[src/rtl/ahb_arbiter.sv]
// AHB bus arbiter: fixed-priority or round-robin grant for up to 16 masters,
// holding the grant across fixed-length bursts and locked sequences.
module ahb_arbiter #(
  parameter int NUM_MASTERS    = 3,
  parameter int DEFAULT_MASTER = 0,
  parameter int ARB_MODE       = 1
) (
  input  logic                   HCLK,
  input  logic                   HRESETn,
  input  logic [NUM_MASTERS-1:0] HBUSREQ,
  input  logic [NUM_MASTERS-1:0] HLOCK,
  input  logic [1:0]             HTRANS,
  input  logic [2:0]             HBURST,
  input  logic                   HREADY,
  input  logic [1:0]             HRESP,
  output logic [NUM_MASTERS-1:0] HGRANT,
  output logic [3:0]             HMASTER,
  output logic                   HMASTLOCK
);

  localparam logic [1:0] ST_ARB    = 2'd0;
  localparam logic [1:0] ST_BURST  = 2'd1;
  localparam logic [1:0] ST_LOCKED = 2'd2;

  localparam logic [1:0] TR_IDLE   = 2'b00;
  localparam logic [1:0] TR_NONSEQ = 2'b10;
  localparam logic [1:0] TR_SEQ    = 2'b11;
  localparam logic [1:0] RESP_OKAY = 2'b00;

  localparam logic [3:0]             DEF_IDX   = 4'(DEFAULT_MASTER);
  localparam logic [NUM_MASTERS-1:0] DEF_GRANT =
    {{(NUM_MASTERS-1){1'b0}}, 1'b1} << DEFAULT_MASTER;

  logic [NUM_MASTERS-1:0] grantQ, grantD;
  logic [3:0]             masterQ, masterD;
  logic                   mastLockQ, mastLockD;
  logic [4:0]             beatsQ, beatsD;
  logic [1:0]             stateQ, stateD;
  logic [3:0]             rrPtrQ, rrPtrD;

  logic [3:0]             grantIdx;
  logic [4:0]             beatsUpd;
  logic [3:0]             arbIdx;
  logic [NUM_MASTERS-1:0] arbGrant;
  logic                   curLock;
  logic                   holdBurst;
  logic                   relArb;

  always_comb begin
    grantIdx = '0;
    for (int i = 0; i < NUM_MASTERS; i++)
      if (grantQ[i]) grantIdx = 4'(i);
  end

  // Beats remaining after the transfer accepted at this edge.
  always_comb begin
    beatsUpd = beatsQ;
    case (HTRANS)
      TR_NONSEQ: begin
        case (HBURST)
          3'b010, 3'b011: beatsUpd = 5'd3;
          3'b100, 3'b101: beatsUpd = 5'd7;
          3'b110, 3'b111: beatsUpd = 5'd15;
          default:        beatsUpd = 5'd0;
        endcase
      end
      TR_SEQ:  beatsUpd = (beatsQ == 5'd0) ? 5'd0 : beatsQ - 5'd1;
      TR_IDLE: beatsUpd = 5'd0;
      default: beatsUpd = beatsQ;
    endcase
  end

  // Loops run backwards so the first candidate in search order is the last assignment.
  always_comb begin
    arbIdx = DEF_IDX;
    if (ARB_MODE == 0) begin
      for (int i = NUM_MASTERS - 1; i >= 0; i--)
        if (HBUSREQ[i]) arbIdx = 4'(i);
    end else begin
      for (int k = NUM_MASTERS; k >= 1; k--)
        if (HBUSREQ[(int'(rrPtrQ) + k) % NUM_MASTERS])
          arbIdx = 4'((int'(rrPtrQ) + k) % NUM_MASTERS);
    end
    for (int i = 0; i < NUM_MASTERS; i++)
      arbGrant[i] = (4'(i) == arbIdx);
  end

  always_comb begin
    grantD    = grantQ;
    masterD   = masterQ;
    mastLockD = mastLockQ;
    beatsD    = beatsQ;
    stateD    = stateQ;
    rrPtrD    = rrPtrQ;
    curLock   = |(HLOCK & grantQ);
    holdBurst = (beatsUpd >= 5'd2);
    relArb    = 1'b0;
    if (HREADY) begin
      masterD   = grantIdx;
      mastLockD = curLock;
      beatsD    = beatsUpd;
      // A held lock outranks burst release; a running burst outranks re-arbitration.
      case (stateQ)
        ST_BURST: begin
          if (holdBurst)    stateD = ST_BURST;
          else if (curLock) stateD = ST_LOCKED;
          else              relArb = 1'b1;
        end
        ST_LOCKED: begin
          if (curLock)        stateD = ST_LOCKED;
          else if (holdBurst) stateD = ST_BURST;
          else                relArb = 1'b1;
        end
        default: begin
          if (holdBurst) stateD = curLock ? ST_LOCKED : ST_BURST;
          else           relArb = 1'b1;
        end
      endcase
      if (relArb) begin
        grantD = arbGrant;
        if (arbGrant != grantQ) rrPtrD = arbIdx;
        stateD = (|(HLOCK & arbGrant)) ? ST_LOCKED : ST_ARB;
      end
    end else if (HRESP != RESP_OKAY) begin
      beatsD = 5'd0;
      stateD = ST_ARB;
    end
  end

  always_ff @(posedge HCLK or negedge HRESETn) begin
    if (!HRESETn) begin
      grantQ    <= DEF_GRANT;
      masterQ   <= DEF_IDX;
      mastLockQ <= 1'b0;
      beatsQ    <= 5'd0;
      stateQ    <= ST_ARB;
      rrPtrQ    <= DEF_IDX;
    end else begin
      grantQ    <= grantD;
      masterQ   <= masterD;
      mastLockQ <= mastLockD;
      beatsQ    <= beatsD;
      stateQ    <= stateD;
      rrPtrQ    <= rrPtrD;
    end
  end

  assign HGRANT    = grantQ;
  assign HMASTER   = masterQ;
  assign HMASTLOCK = mastLockQ;

endmodule

[config.mk]
export PLATFORM = sky130hd
export DESIGN_NAME = ahb_arbiter
export DESIGN_NICKNAME = d
export VERILOG_FILES = /design/src/rtl/ahb_arbiter.sv
export SDC_FILE = /design/constraint.sdc
export NUM_CORES = 1
export LEC_CHECK = 0
export ABC_AREA = 1
export CORE_ASPECT_RATIO = 1.5
export CORE_MARGIN = 3
export CORE_UTILIZATION = 45
export CTS_CLUSTER_SIZE = 24
export DETAILED_ROUTE_END_ITERATION = 8
export GPL_TIMING_DRIVEN = 1
export PLACE_DENSITY = 0.67
export SYNTH_ARGS = -nofsm -noshare
export SYNTH_HDL_FRONTEND = slang
export SYNTH_SLANG_ARGS = --single-unit
[constraint.sdc]
create_clock -name HCLK -period 5.91 [get_ports HCLK]
set_input_delay 1.4775 -clock HCLK [delete_from_list [all_inputs] [get_ports HCLK]]
set_output_delay 1.4775 -clock HCLK [all_outputs]
set_load 0.03 [all_outputs]
Word level (Yosys, flattened, before mapping)

Index checks and enable logic that the tools add are counted.

Logic and storage cells: 84
Output and inout bits: 8
Input port bits: 16
Flip-flop bits (word level): 19

Divide/modulo/power cells: 3
Add/subtract/negate cells: 4
Reduce and logical (&&, ||, !) cells: 13
Equal/unequal tests: 16
Magnitude comparators: 4
Muxes and demuxes: 36
Bitwise gates (word level): 2

Operators with widths:

| operator              | count |
|---|---|
| $lt 32x4->1 const B   | 3 |
| $mod 32x3->32 const B | 3 |
| $mux 2                | 11 |
| $mux 5                | 3 |
| $pmux 5 s3            | 1 |
| $eq 3x3->1 const B    | 4 |
| $mux 1                | 12 |
| $mux 4                | 3 |
| $pmux 4 s3            | 1 |
| $add 4x2->5 const B   | 2 |
| $ne 5x5->1 const B    | 2 |
| $and 3x3->3           | 2 |
| $bmux 1 s2            | 3 |
| $eq 2x2->1 const B    | 3 |
| $eq 3x2->1 const B    | 2 |
| $reduce_or 2->1       | 3 |
| $reduce_or 3->1       | 2 |
| $add 4x1->5 const B   | 1 |
| $ge 5x2->1 const B    | 1 |
| $logic_not 5->1       | 1 |
| $ne 5x1->1 const B    | 1 |
| $sub 5x1->5 const B   | 1 |
| $eq 1x4->1 const A    | 1 |
| $eq 2x4->1 const A    | 1 |
| 10 further kinds      | 11 |

Longest topological paths before layout

Gate-level depths: netlist of the first run.

Word-level depth: 14
Gate-level depth with buffers: 43
Mapped depth without buffers: 43

Worst setup path before layout of the first run

No wires, ideal clock.

Path type: flip-flop to flip-flop
Start point: register rrPtrQ[1]
End point: register rrPtrQ[1]
Clock period less this slack: 4.665 ns
Library setup time: 0.117 ns
Required time: 5.793 ns
Path buffers: 0
Setup slack: 1.245 ns
Stages on the path, launching flop included: 36
Data arrival time: 4.548 ns
Path through: dfrtp_1 > ha_1 > inv_1 > nand2_1 > nand2_2 > inv_2 > nand2_2 > o21ai_2 > inv_2 > ha_1 > o21ai_2 > nand3_1 > nand2_1 > inv_1 > ha_1 > nor3_4 > nand2_4 > xor2_1 > ha_1 > or2_2 > a21oi_1 > nand3_2 > o21ai_1 > nand3_1 > nand2_2 > inv_2 > nand3_1 > nand2_2 > nor2_4 > nand3_1 > nand2_1 > nor2_2 > nand2_2 > nand2_2 > nand2_1 > nand2_1

Longest elaborated chain between the ends: 11
Elaborated cells between the ends (all ways): 23
Classes of those cells: add/sub (3); div (3); eq/ne (3); mux (12); reduce/logical (2)

RTL lines:

| element                                   | line   | RTL |
|---|---|---|
| from (decl)                               | 39     | `logic [3:0] rrPtrQ, rrPtrD;` |
| from (signal assigned)                    | 144    | `rrPtrQ <= rrPtrD;` |
| $add 4x2->5                               | 81, 82 |  |
| $mod 32x3->32                             | 81, 82 |  |
| $bmux 1 s2                                | 81     | `if (HBUSREQ[(int'(rrPtrQ) + k) % NUM_MASTERS])` |
| $mux 1 (not written as such) (2 in a row) | 81     |  |
| $mux 4 (2 in a row)                       | 81     |  |
| $mux 4 (*)                                | 81     |  |
| $eq 1x4->1 (tied with other cells)        | 85     | `arbGrant[i] = (4'(i) == arbIdx);` |
| $ne 3x3->1                                | 121    | `if (arbGrant != grantQ) rrPtrD = arbIdx;` |
| $reduce_and 3->1 (no source line)         | -      |  |

Every way passes the cells marked *; elsewhere a longest branch is shown, timed or not. The select of a mux whose other input is x is not followed.
A chain may end at the register's enable or synchronous reset.

Final worst setup path of the first run

Start point: register rrPtrQ[1]
End point: register rrPtrQ[3]

The elaborated chain is that of the path after synthesis.

==> results by stage, run 1 <==
Run status:
- The flow ran to the end, and the final reports show no timing, DRC or antenna violations.

Setup path:
- The largest stage delay on the critical path is around 0.49 ns.
- The nature of the critical path startpoint is a register.
- The critical path in this run is classified as register to register.
- Data on the critical path arrives at its endpoint at approximately 5.5 ns.
- For the worst setup path, the data required time is ~6.1 ns.
- For this design, the slowest cell found on the critical path is dfrtp_2.
- The cell family contributing the most delay on the critical path is simple AND/OR/NAND/NOR gates.
- The worst setup path is captured at a register.
- The maximum fanout count along the critical path is 9.
- The worst path buffer plus inverter count is 6.
- The cell repeated most along the worst path is nand2_1.

CTS:
- The clock network latency to the later pin of the worst-skew pair is 0.25 ns.
- Clock tree synthesis selected as its root buffer the cell clkbuf_8.
- The number of clock buffers added by TritonCTS is 3.
- TritonCTS built the clock tree.
- After clock tree synthesis, the clock-pin slew on the worst setup and hold paths is around 0.070 ns.
- Counting every sink on the clock net gives 17.
- CTS built an H-tree with a depth of 1.
- The number of buffers on the longest clock path is 2.

Global route:
- The first global-routing pass estimated 9.64 mm of wire.
- The number of antenna violations at the first check in global routing came to 0.
- The fraction of met3 tracks used by global routing is 1.16%.
- The global routing stage identified its most utilized layer as met2.
- After global routing the overflow that remains totals 0.
- Global routing used between 30% and 40% of the available met2 tracks.
- Global routing consumed, over all layers together, approximately 18% of the routing resources.
- The pin count of the biggest net entering global routing is 18.
- The global routing usage on met1 is a little under 20%.
- The via count of the first global-routing pass is 2457.

Route:
- After detailed routing, the number of vias per cell comes to about 5.2.
- For this run, design rule violations remaining after detail routing come to 0.
- The number of iterations in the first detailed-routing pass is 4.
- Once detail routing completed, the nets flagged for antenna violations numbered 0.
- After detailed routing, the average wire length per cell comes to between 10 and 15 um.
- The count of routing violations after the opening detailed-route iteration is between 100 and 150.
- The final wirelength is between 5 and 6 mm.
- Across all layers, the routed design uses roughly 2500 vias.

Synth:
- The synthesized area is 2510 um2.
- Of the total synthesized cell area, the portion taken by AND, OR, NAND and NOR gates is ~44%.
- The most used flip-flop cell after synthesis is dfrtp_1.
- After Yosys synthesis, full adders, half adders and majority gates account for approximately a tenth of the synthesized area.
- In this run, distinct cell masters in the synthesized netlist total 41.
- The count of flip-flops with a built-in enable after synthesis is 0.
- The average instance in the mapped netlist occupies about 6.3 um2.
- The number of synthesis warnings is 0.
- The share of the synthesized area in compound gates (AO/OA/AOI/OAI) is 11.2%.
- The synthesized design contains 17 register bits.
- By area the synthesized netlist is led by dfrtp_1 (16%), nand2_1 (15%), ha_1 (10%).
- After synthesis, the largest area contributor takes up between 10% and 20% of total cell area.
- The synthesized netlist devotes approximately 4.5% of its cell area to XOR and XNOR gates.
- The synthesized design spends more area on one cell type than any other, namely dfrtp_1.
- Synthesis produced 400 cells.
- The mux cell area share after synthesis is less than 1%.
- The async set-or-reset flop fraction in the synthesized netlist is 100%.
- The main combinational cell family by area after synthesis is simple AND/OR/NAND/NOR gates.
- After synthesis, flip-flops and latches occupy between 10% and 20% of the total area.

STA:
- Setup violations remaining at the end of the flow were counted as 0.
- The setup skew after layout is approximately 0.0040 ns.
- The number of endpoints with negative hold slack in the final report is 0.
- The transition at the pin with the smallest max-transition slack is roughly 0.77 ns.
- Headroom to the max-slew limit came out at between 40% and 50%.
- The final number of max-transition violations is 0.
- Setup repair after global routing left no endpoint under its margin.
- Static timing analysis puts the maximum clock frequency at 188 MHz.
- The final setup TNS is 0 ns.
- Subtracting the final worst setup slack from the clock period gives 5.31 ns.
- The share of the clock period used by the worst path after layout is approximately 90%.

Placement:
- The post-placement cell count is ~480.
- The congestion estimate from routability-driven global placement came to between 0.8 and 0.9.
- Once detailed placement completed, the half-perimeter wirelength came to 4.59 mm.
- The count of buffers added on input and output ports is 20.
- The post-place instance area is around 2800 um2.

Finish:
- The number of antenna repair diodes is 0.
- The final layout net count is roughly 460.
- The area growth from synthesis to layout is 12.3%.
- Cells fill between 50% and 60% of the core in the end.
- Once layout is done, the placed cells without fillers occupy 2820 um2.
- The fill cell instance count of the final layout is about 560.
- The number of non-filler instances in the completed layout is about 500.
- Summing all multi-input logic gate instances after layout gives around 1800 um2.
- The register area is between 400 and 500 um2.
- The fraction of layout instances using a drive strength above 1 is 14.5%.

Min path:
- The path class of the tightest hold or removal check is register to register.

Floorplan:
- Row generation in the floorplan step produced 32 rows.
- For this design the top-level I/O count stands at 24.
- The effective utilization at floorplan is a little under half.
- The die height is between 90 and 100 um.
- The width of the die is about 67 um.
- The standard cell core area is approximately 5300 um2.
- The die covers between 6000 and 7000 um2.

Flow run:
- Across the run, the number of max-cap violations was 0.
cells in the mapped netlist (4+ instances only):
cell     count
nor2_1      23
nand2_2     16
nand3_2      7
ha_1        21
inv_1       59
nor2_2       7
nand4_1     11
o21ai_2      4
o21ai_0     20
nand3_1     49
inv_2        9
a21oi_1      7
xor2_1      10
dfrtp_1     16
nand2_1    101
o22ai_1      6
path summary, 6_finish.rpt:
path | from | to | slack [ns] | cells past startpoint
worst max-delay path | rrPtrQ[1] | rrPtrQ[3] | 0.60 | 35
worst min-delay path | HMASTLOCK | HMASTLOCK | 0.49 | 2
worst max register to register | rrPtrQ[1] | rrPtrQ[3] | 0.60 | 35
worst min register to register | HMASTLOCK | HMASTLOCK | 0.49 | 2
max in group asynchronous | HRESETn | rrPtrQ[1] | 3.70 | 1
min in group asynchronous | HRESETn | stateQ[0] | 1.68 | 1
area by class of cell:
type / instances / share of cell area, %
Multi-Input combinational cell: 310 / 63.8
Sequential cell: 17 / 15.2
Inverter: 68 / 9.04
Timing Repair Buffer: 21 / 7.35
Tap cell: 68 / 3.01
Clock buffer: 3 / 1.46
Clock inverter: 1 / 0.177
layer usage:
metal  vias up  routed length, um
met1      1140               2290
li1       1336                  -
met2        31               3050
met3        10                 81
met4         0                 73
met5         -                  0
layout by cell type, fill, tap and decap left out, drive strengths merged, types with 3 or more instances in the layout:
cell / Yosys / layout
clkbuf: 1 / 3
nor2: 31 / 31
xnor2: 3 / 3
nor3: 3 / 3
o21ai: 27 / 27
inv: 68 / 68
clkdlybuf4s50: 0 / 20
xor2: 10 / 10
a21oi: 8 / 8
dfrtp: 16 / 16
nand2: 118 / 118
o22ai: 6 / 6
nand4: 13 / 13
ha: 21 / 21
nand3: 56 / 56
sequential cells by signal, summed over array words and instances (netlist names):
register,count
HGRANT,3
HMASTER,2
HMASTLOCK,1
beatsQ,5
rrPtrQ,4
stateQ,2
what timing repair did:
action | CTS | global route
resized for setup | 0 | 2
setup buffers | 0 | 0
hold buffers | 0 | 0
endpoints found under the setup margin | 0 | 4
cell families after synthesis:
kind of cell | Yosys count
AOI/OAI and AO/OA | 46
DFF | 17
other | 1
xor gates and xnor gates | 13
buffers and inverters | 74
muxes | 2
and+or+nand+nor | 226
adders and majority gates | 21
through the flow:
| step | hold slack [ns] | worst slack, ns |
|---|---|---|
| after floorplan | 0.478 | 1.24 |
| after global placement | 0.472 | 0.644 |
| after detailed placement | 0.480 | 0.505 |
| after CTS | 0.501 | 0.493 |
| after global routing | 0.538 | 0.0314 |
| final | 0.494 | 0.597 |
tightest hold or removal path: stages, from the launching register on:
cell	delay, ns
dfrtp_1	0.35
nand2_1	0.06
nand2_1	0.06
Power of run 1 is left out: the tool's default activity adds up to more than one toggle a clock period on the data nets, which glitch-free logic cannot reach.
==> run 2: changes to the inputs <==
Settings changed: CTS_BUF_LIST from default to sky130_fd_sc_hd__clkbuf_4 sky130_fd_sc_hd__clkbuf_8 sky130_fd_sc_hd__clkbuf_16, REMOVE_ABC_BUFFERS from default to 1.
==> run 2 against run 1 <==
Sequential cell count stayed put. Via count is 1.6% lower. Worst hold slack worse by 0.015 ns. Die area stayed put. Wire length is 3.0% lower. Non-clock buffer count stayed put. Clock skew is 0.0011 ns higher. Setup slack better by 0.046 ns. Highest routed layer unchanged.
==> results by stage, run 2 (synthesis results as in run 1) <==
Min path:
- The terminating pin of the worst hold path is HMASTLOCK.
- In this run the most critical hold path is launched from HMASTLOCK.
- Counting instances, the worst hold path has a depth of 2.
- The path class of the tightest hold or removal check is register to register.

Route:
- The count of nets left with antenna violations once routing finished came out at 0.
- Dividing the detail-routed via count by the number of cells gives a little over 5.
- After detailed routing, the number of remaining DRC violations is 0.
- The number of vias in the routed layout is around 2500.
- The final routed wire length divided by cell count is 10.9 um.
- The final wirelength is about 5.3 mm.
- The count of routing violations after the opening detailed-route iteration is 68.
- The number of iterations in the first detailed-routing pass is 4.

CTS:
- Post-CTS timing repair inserted 0 buffers for setup.
- The CTS tree is yes.
- After clock tree synthesis, the clock-pin slew on the worst setup and hold paths is approximately 0.07 ns.
- In this run the clock root is driven by a clkbuf_8.
- Clock latency on the worst-skew pair, taken at its later pin, is 0.25 ns.
- In this run the number of H-tree levels came out at 1.
- Post-CTS repair changed the size of 0 cells.
- The clock net sink count is 17.
- The number of buffers added by the clock tree synthesis step is 3.
- No sink is reached through more buffers than the 2 on the longest clock path.
- The hold buffer count at cts is 0.

Setup path:
- For the worst setup path, the data arrival time is 5.46 ns.
- Measured in cells, the most critical reg-to-reg path has a length of 38.
- The critical path capture point type is a register.
- The worst register-to-register path begins at rrPtrQ[2].
- Counting stages on the worst path, the most repeated cell is nand2_1.
- The worst register-to-register path ends at rrPtrQ[2].
- The slowest stage of the critical path belongs to the cell dfrtp_1.
- The critical path is of the register to register type.
- STA classifies the critical path startpoint as a register.
- The worst setup slack for register-to-register paths is 0.64 ns.
- In this design, the stage delay of the slowest critical-path cell is approximately 0.54 ns.
- Of all nets on the critical path, the largest fanout is 9.
- The required time reported for the critical path endpoint is about 6.1 ns.

Placement:
- At the end of routability-driven placement, the weighted congestion stood at about 0.85.
- Buffers placed on the I/O ports in this run total 20.
- At the placement stage, the worst setup path has a slack of 0.637 ns.
- Once detailed placement completed, the half-perimeter wirelength came to 4.47 mm.

Finish:
- The net count of the finished layout is around 460.
- The post-route netlist has between 10% and 20% of its cells at a drive strength greater than 1.
- The most frequent standard cell in the layout excluding fill and tap cells is nand2_1.
- The register area is between 400 and 500 um2.
- The number of antenna diodes in the final layout is 0.
- In the layout the commonest cells are nand2_1 (101), inv_1 (59), nand3_1 (49).
- The fill cell instance count of the final layout is roughly 560.
- The number of flip-flops in the largest register is 5.
- The area occupied by multi-input gates is 1800 um2.
- The register with the most flip-flops is beatsQ.
- From synthesis to final layout, the design area changed by 12.3%.

Global route:
- The pin count of the biggest net entering global routing is 18.
- The number of antenna violations at the first check in global routing was 0.
- The via count of the first global-routing pass was 2377.
- The total overflow left after global routing is 0.
- The wire length of the first global-routing pass is around 9.4 mm.
- The all-layer global routing usage is between 15 and 20%.

STA:
- Based on the critical path, the design can be clocked at up to between 150 and 200 MHz.
- Setup repair after global routing left no endpoint under its margin.
- The number of failing setup endpoints in the final timing report is 0.
- After layout, the worst setup slack is roughly 0.64 ns.
- In the final timing run, aggregate negative setup slack is 0 ns.
- Measured against its own limit, the worst slew margin works out to between 40% and 50%.
- The setup skew after layout is a little over 0.005 ns.
- The transition at the pin with the smallest max-transition slack is around 0.76 ns.
- The number of endpoints with negative hold slack in the final report is 0.
- The shortest clock period the worst path allows after layout is 5.27 ns.
- Of the available clock period, the critical path in the final layout requires about nine tenths.
- The final number of max-transition violations is 0.

Floorplan:
- The placement row count is 32.
- The total area inside the core boundary comes to about 5300 um2.
- During I/O placement, the number of pins put on the boundary was 24.
- From left edge to right edge, the die measures about 67 um.
- The die height is 97.6 um.
- The initial utilization of the core area, before any placement, comes to 47.6%.
- The die covers ~6500 um2.

Run status:
- The flow ran to the end, and the final reports show no timing, DRC or antenna violations.

Flow run:
- The number of max-capacitance violations reported is 0.
run 2: changes by cell type in the layout (fill, tap and decap cells not counted), sizes merged:
cell,delta
clkinv,-1
clkinvlp,+1
run 2: metrics by stage:
step	hold slack (ns)	utilization, %	std cells	area, um2
after floorplan	0.478	-	395	2480
after global placement	0.463	52.5	484	2780
after detailed placement	0.468	52.5	484	2780
after CTS	0.485	53.4	488	2820
after global routing	0.508	53.5	488	2830
final	0.479	53.5	488	2830
run 2: routing by layer:
| metal | vias up | GRT usage (%) | part of all wire (%) |
|---|---|---|---|
| li1 | 1330 | - | - |
| met1 | 1118 | 18.6 | 41 |
| met2 | 23 | 34.1 | 55 |
| met3 | 6 | 0.694 | 1.9 |
| met4 | 0 | 4.22 | 1.2 |
| met5 | - | 0 | 0 |
run 2: worst max-delay path: cells and delay by family (launching register included):
family / cells / cell delay, ns
flops: 1 / 0.54
xor+xnor: 1 / 0.18
fa+ha+maj: 4 / 0.96
buf+inv: 5 / 0.29
compound gates: 3 / 0.46
simple gates: 25 / 2.74
run 2: how the worst max path moves through the flow:
stage,start,end,slack (ns)
2_1_floorplan,rrPtrQ[2],rrPtrQ[0],1.20
3_3_place_gp,rrPtrQ[1],rrPtrQ[3],0.75
3_5_place_dp,rrPtrQ[1],rrPtrQ[3],0.64
4_1_cts,rrPtrQ[1],rrPtrQ[3],0.60
5_1_grt,rrPtrQ[1],rrPtrQ[1],0.09
6_report,rrPtrQ[2],rrPtrQ[2],0.64
run 2: cell type report:
type | count | area share (%)
multi-input combinational | 310 | 63.7
sequential | 17 | 15.1
inverter | 68 | 9.03
timing repair buffer | 21 | 7.35
tap | 68 | 3.01
clock buffer | 3 | 1.46
clock inverter | 1 | 0.266
Power of run 2 is left out for the same reason.
==> run 3: changes to the inputs <==
--- a/config.mk
+++ b/config.mk
@@ -8,3 +8,3 @@
 export ABC_AREA = 1
-export CORE_ASPECT_RATIO = 1.5
+export CORE_ASPECT_RATIO = 0.75
 export CORE_MARGIN = 3
--- a/constraint.sdc
+++ b/constraint.sdc
@@ -3,2 +3,2 @@
 set_output_delay 1.4775 -clock HCLK [all_outputs]
-set_load 0.03 [all_outputs]
+set_load 0.02 [all_outputs]
==> run 3 against run 2 <==
Utilization is 1.5 points higher. Clock skew is 0.00095 ns lower. Critical endpoint unchanged. Largest cell class unchanged. Fmax is 1.2% lower. Count of clock-buffer cells in the layout is 1 higher. Worst hold slack better by 0.0036 ns. Via count is 0.89% lower.
==> results by stage, run 3 (synthesis results as in run 1) <==
CTS:
- The CTS tree is yes.
- The hold buffer count at cts is 0.
- The number of buffers on the longest clock path is 2.
- The number of setup buffers added after CTS is 0.
- The tree is rooted in a clkbuf_8.
- The number of buffers added by the clock tree synthesis step is 3.
- After clock tree synthesis, the clock-pin slew on the worst setup and hold paths is around 0.070 ns.
- The number of gates resized after cts is 0.
- The CTS H-tree depth is 1.
- For the worst-skew pair, the clock arrives at the later sink with an insertion delay of 0.26 ns.
- The clock net sink count is 17.

STA:
- The final number of max-transition violations is 0.
- Timing would allow up to 188 MHz.
- The number of failing setup endpoints in the final timing report is 0.
- The shortest clock period the worst path allows after layout is ~5.3 ns.
- The relative slew slack is a little under half.
- Setup repair after global routing left no endpoint under its margin.
- The final setup TNS is 0 ns.
- The number of endpoints with negative hold slack in the final report came to 0.
- The transition at the pin with the smallest max-transition slack is 0.787 ns.
- After layout, the worst path uses between 90 and 100% of the clock period.
- For the final database, setup skew stands at 0.00415 ns.

Floorplan:
- The standard cell core area is about 5100 um2.
- 24 I/O pins were placed.
- The placement row count is 22.
- Once the floorplan was initialized, standard cells occupied about half of the core.
- The area of the die is about 6500 um2.
- In this run the vertical extent of the chip is between 70 and 80 um.
- The floorplan step set the die width to slightly above 90 um.

Global route:
- The first global-routing pass estimated slightly above 9 mm of wire.
- The fraction of met3 tracks used by global routing is under 10%.
- The routing layer with the top usage in global route is met1.
- The via count of the first global-routing pass is approximately 2100.
- The pin count of the biggest net entering global routing is 18.
- For met1 alone, demand over resource in global routing was approximately a quarter.
- In the global route stage, met2 resource usage came out at ~25%.
- The all-layer global routing usage is about 17%.
- The number of antenna violations at the first check in global routing came to 0.
- The global-route congestion overflow total is 0.

Finish:
- The number of antenna repair diodes is 0.
- The final layout net count is 458.
- In the layout the commonest cells are nand2_1 (101), inv_1 (59), nand3_1 (49).
- The fill cell instance count of the final layout is 526.
- More flip-flops sit in one register than any other, and that register is beatsQ.
- The number of flip-flops in the largest register is 5.
- The fraction of layout instances using a drive strength above 1 is between 10% and 20%.
- The area growth from synthesis to layout is 12.5%.
- The library cell used most frequently in the layout, excluding fill and tap cells, is nand2_1.

Setup path:
- Broken down by cell family, the worst path's largest delay share belongs to simple AND/OR/NAND/NOR gates.
- The most critical setup path has its endpoint at rrPtrQ[2].
- The largest stage delay on the critical path is about 0.54 ns.
- The worst setup path is of the register to register kind.
- The worst setup path is launched from a register.
- The number of stages on the worst setup path is 35.
- Counting both buffers and inverters, the worst setup path holds a total of 5.
- The required time reported for the critical path endpoint is between 6 and 7 ns.
- Data on the critical path arrives at its endpoint at approximately 5.5 ns.
- STA classifies the critical path endpoint as a register.
- The source of the critical timing path is rrPtrQ[2].
- The critical-path cell with the highest stage delay is dfrtp_1.
- The worst flop-to-flop path startpoint is rrPtrQ[2].
- The critical register-to-register path endpoint is rrPtrQ[2].
- Counting stages on the worst path, the most repeated cell is nand2_2.
- In this run the worst path has a maximum fanout of 9.
- For flop-to-flop paths, the worst setup slack is 0.58 ns.
- The number of cells on the worst reg-to-reg path is 35.

Placement:
- The number of port buffers is 20.
- The half-perimeter wire length after placement is 4.46 mm.
- The congestion estimate from routability-driven global placement came to about 0.84.

Route:
- Using the TritonRoute via totals, the vias-per-cell ratio works out to 4.99.
- In this run the remaining antenna-violating nets after routing total 0.
- After the first detailed-routing iteration, the DRC count stood at 102.
- The final wirelength is around 5.5 mm.
- The number of vias in the routed layout is about 2500.
- The detailed-route DRC error count is 0.
- The first TritonRoute pass finished after 4 iterations.
- Dividing the detail-routed wire length by the instance count gives between 10 and 15 um.

Flow run:
- The number of max-capacitance violations reported is 0.

Run status:
- The flow ran to the end, and the final reports show no timing, DRC or antenna violations.

Min path:
- The path class of the tightest hold or removal check is register to register.
==> run 3: cell count changes in the layout (fill, tap and decap cells not counted) <==
cell        before  now
o21ai_0         20   19
clkinvlp_4       1    0
o21ai_1          3    4
clkbuf_4         0    1
==> run 3: area by class of cell <==
| type | instances | area (um2) | area share [%] |
|---|---|---|---|
| clock buffer | 4 | 48.8 | 1.72 |
| inverter | 68 | 255 | 9.02 |
| multi-input combinational | 310 | 1800 | 63.6 |
| sequential | 17 | 428 | 15.1 |
| tap | 72 | 90.1 | 3.18 |
| timing repair buffer | 21 | 208 | 7.34 |
==> run 3: how the worst min path moves through the flow <==
stage,from,end,slack (ns),cells after the start
final,HMASTLOCK,HMASTLOCK,0.48,2
after global placement,HMASTLOCK,HMASTLOCK,0.47,2
after floorplan,stateQ[1],stateQ[1],0.48,2
after global routing,HMASTLOCK,HMASTLOCK,0.54,2
after detailed placement,HMASTLOCK,HMASTLOCK,0.47,2
after CTS,HMASTLOCK,HMASTLOCK,0.48,2
==> run 3: routing by layer <==
| metal | wire length, um | vias up |
|---|---|---|
| li1 | - | 1341 |
| met1 | 3130 | 1073 |
| met2 | 2140 | 37 |
| met3 | 206 | 4 |
| met4 | 42 | 0 |
| met5 | 0 | - |
==> run 3: tightest hold or removal path, cell delays in order, from the launching register on <==
cell and delay, ns:
dfrtp_1 0.35, nand2_1 0.05, nand2_1 0.05
==> run 3: per-stage QoR <==
step | cells | area [um2] | worst slack, ns | hold WS, ns | utilization (%)
after global placement | 488 | 2780 | 0.645 | 0.465 | 54.0
after floorplan | 395 | 2480 | 1.20 | 0.478 | -
final | 492 | 2830 | 0.582 | 0.482 | 55.0
after CTS | 492 | 2830 | 0.551 | 0.485 | 55.0
after detailed placement | 488 | 2780 | 0.583 | 0.466 | 54.0
after global routing | 492 | 2830 | 0.0811 | 0.536 | 55.0
Power of run 3 is left out for the same reason.
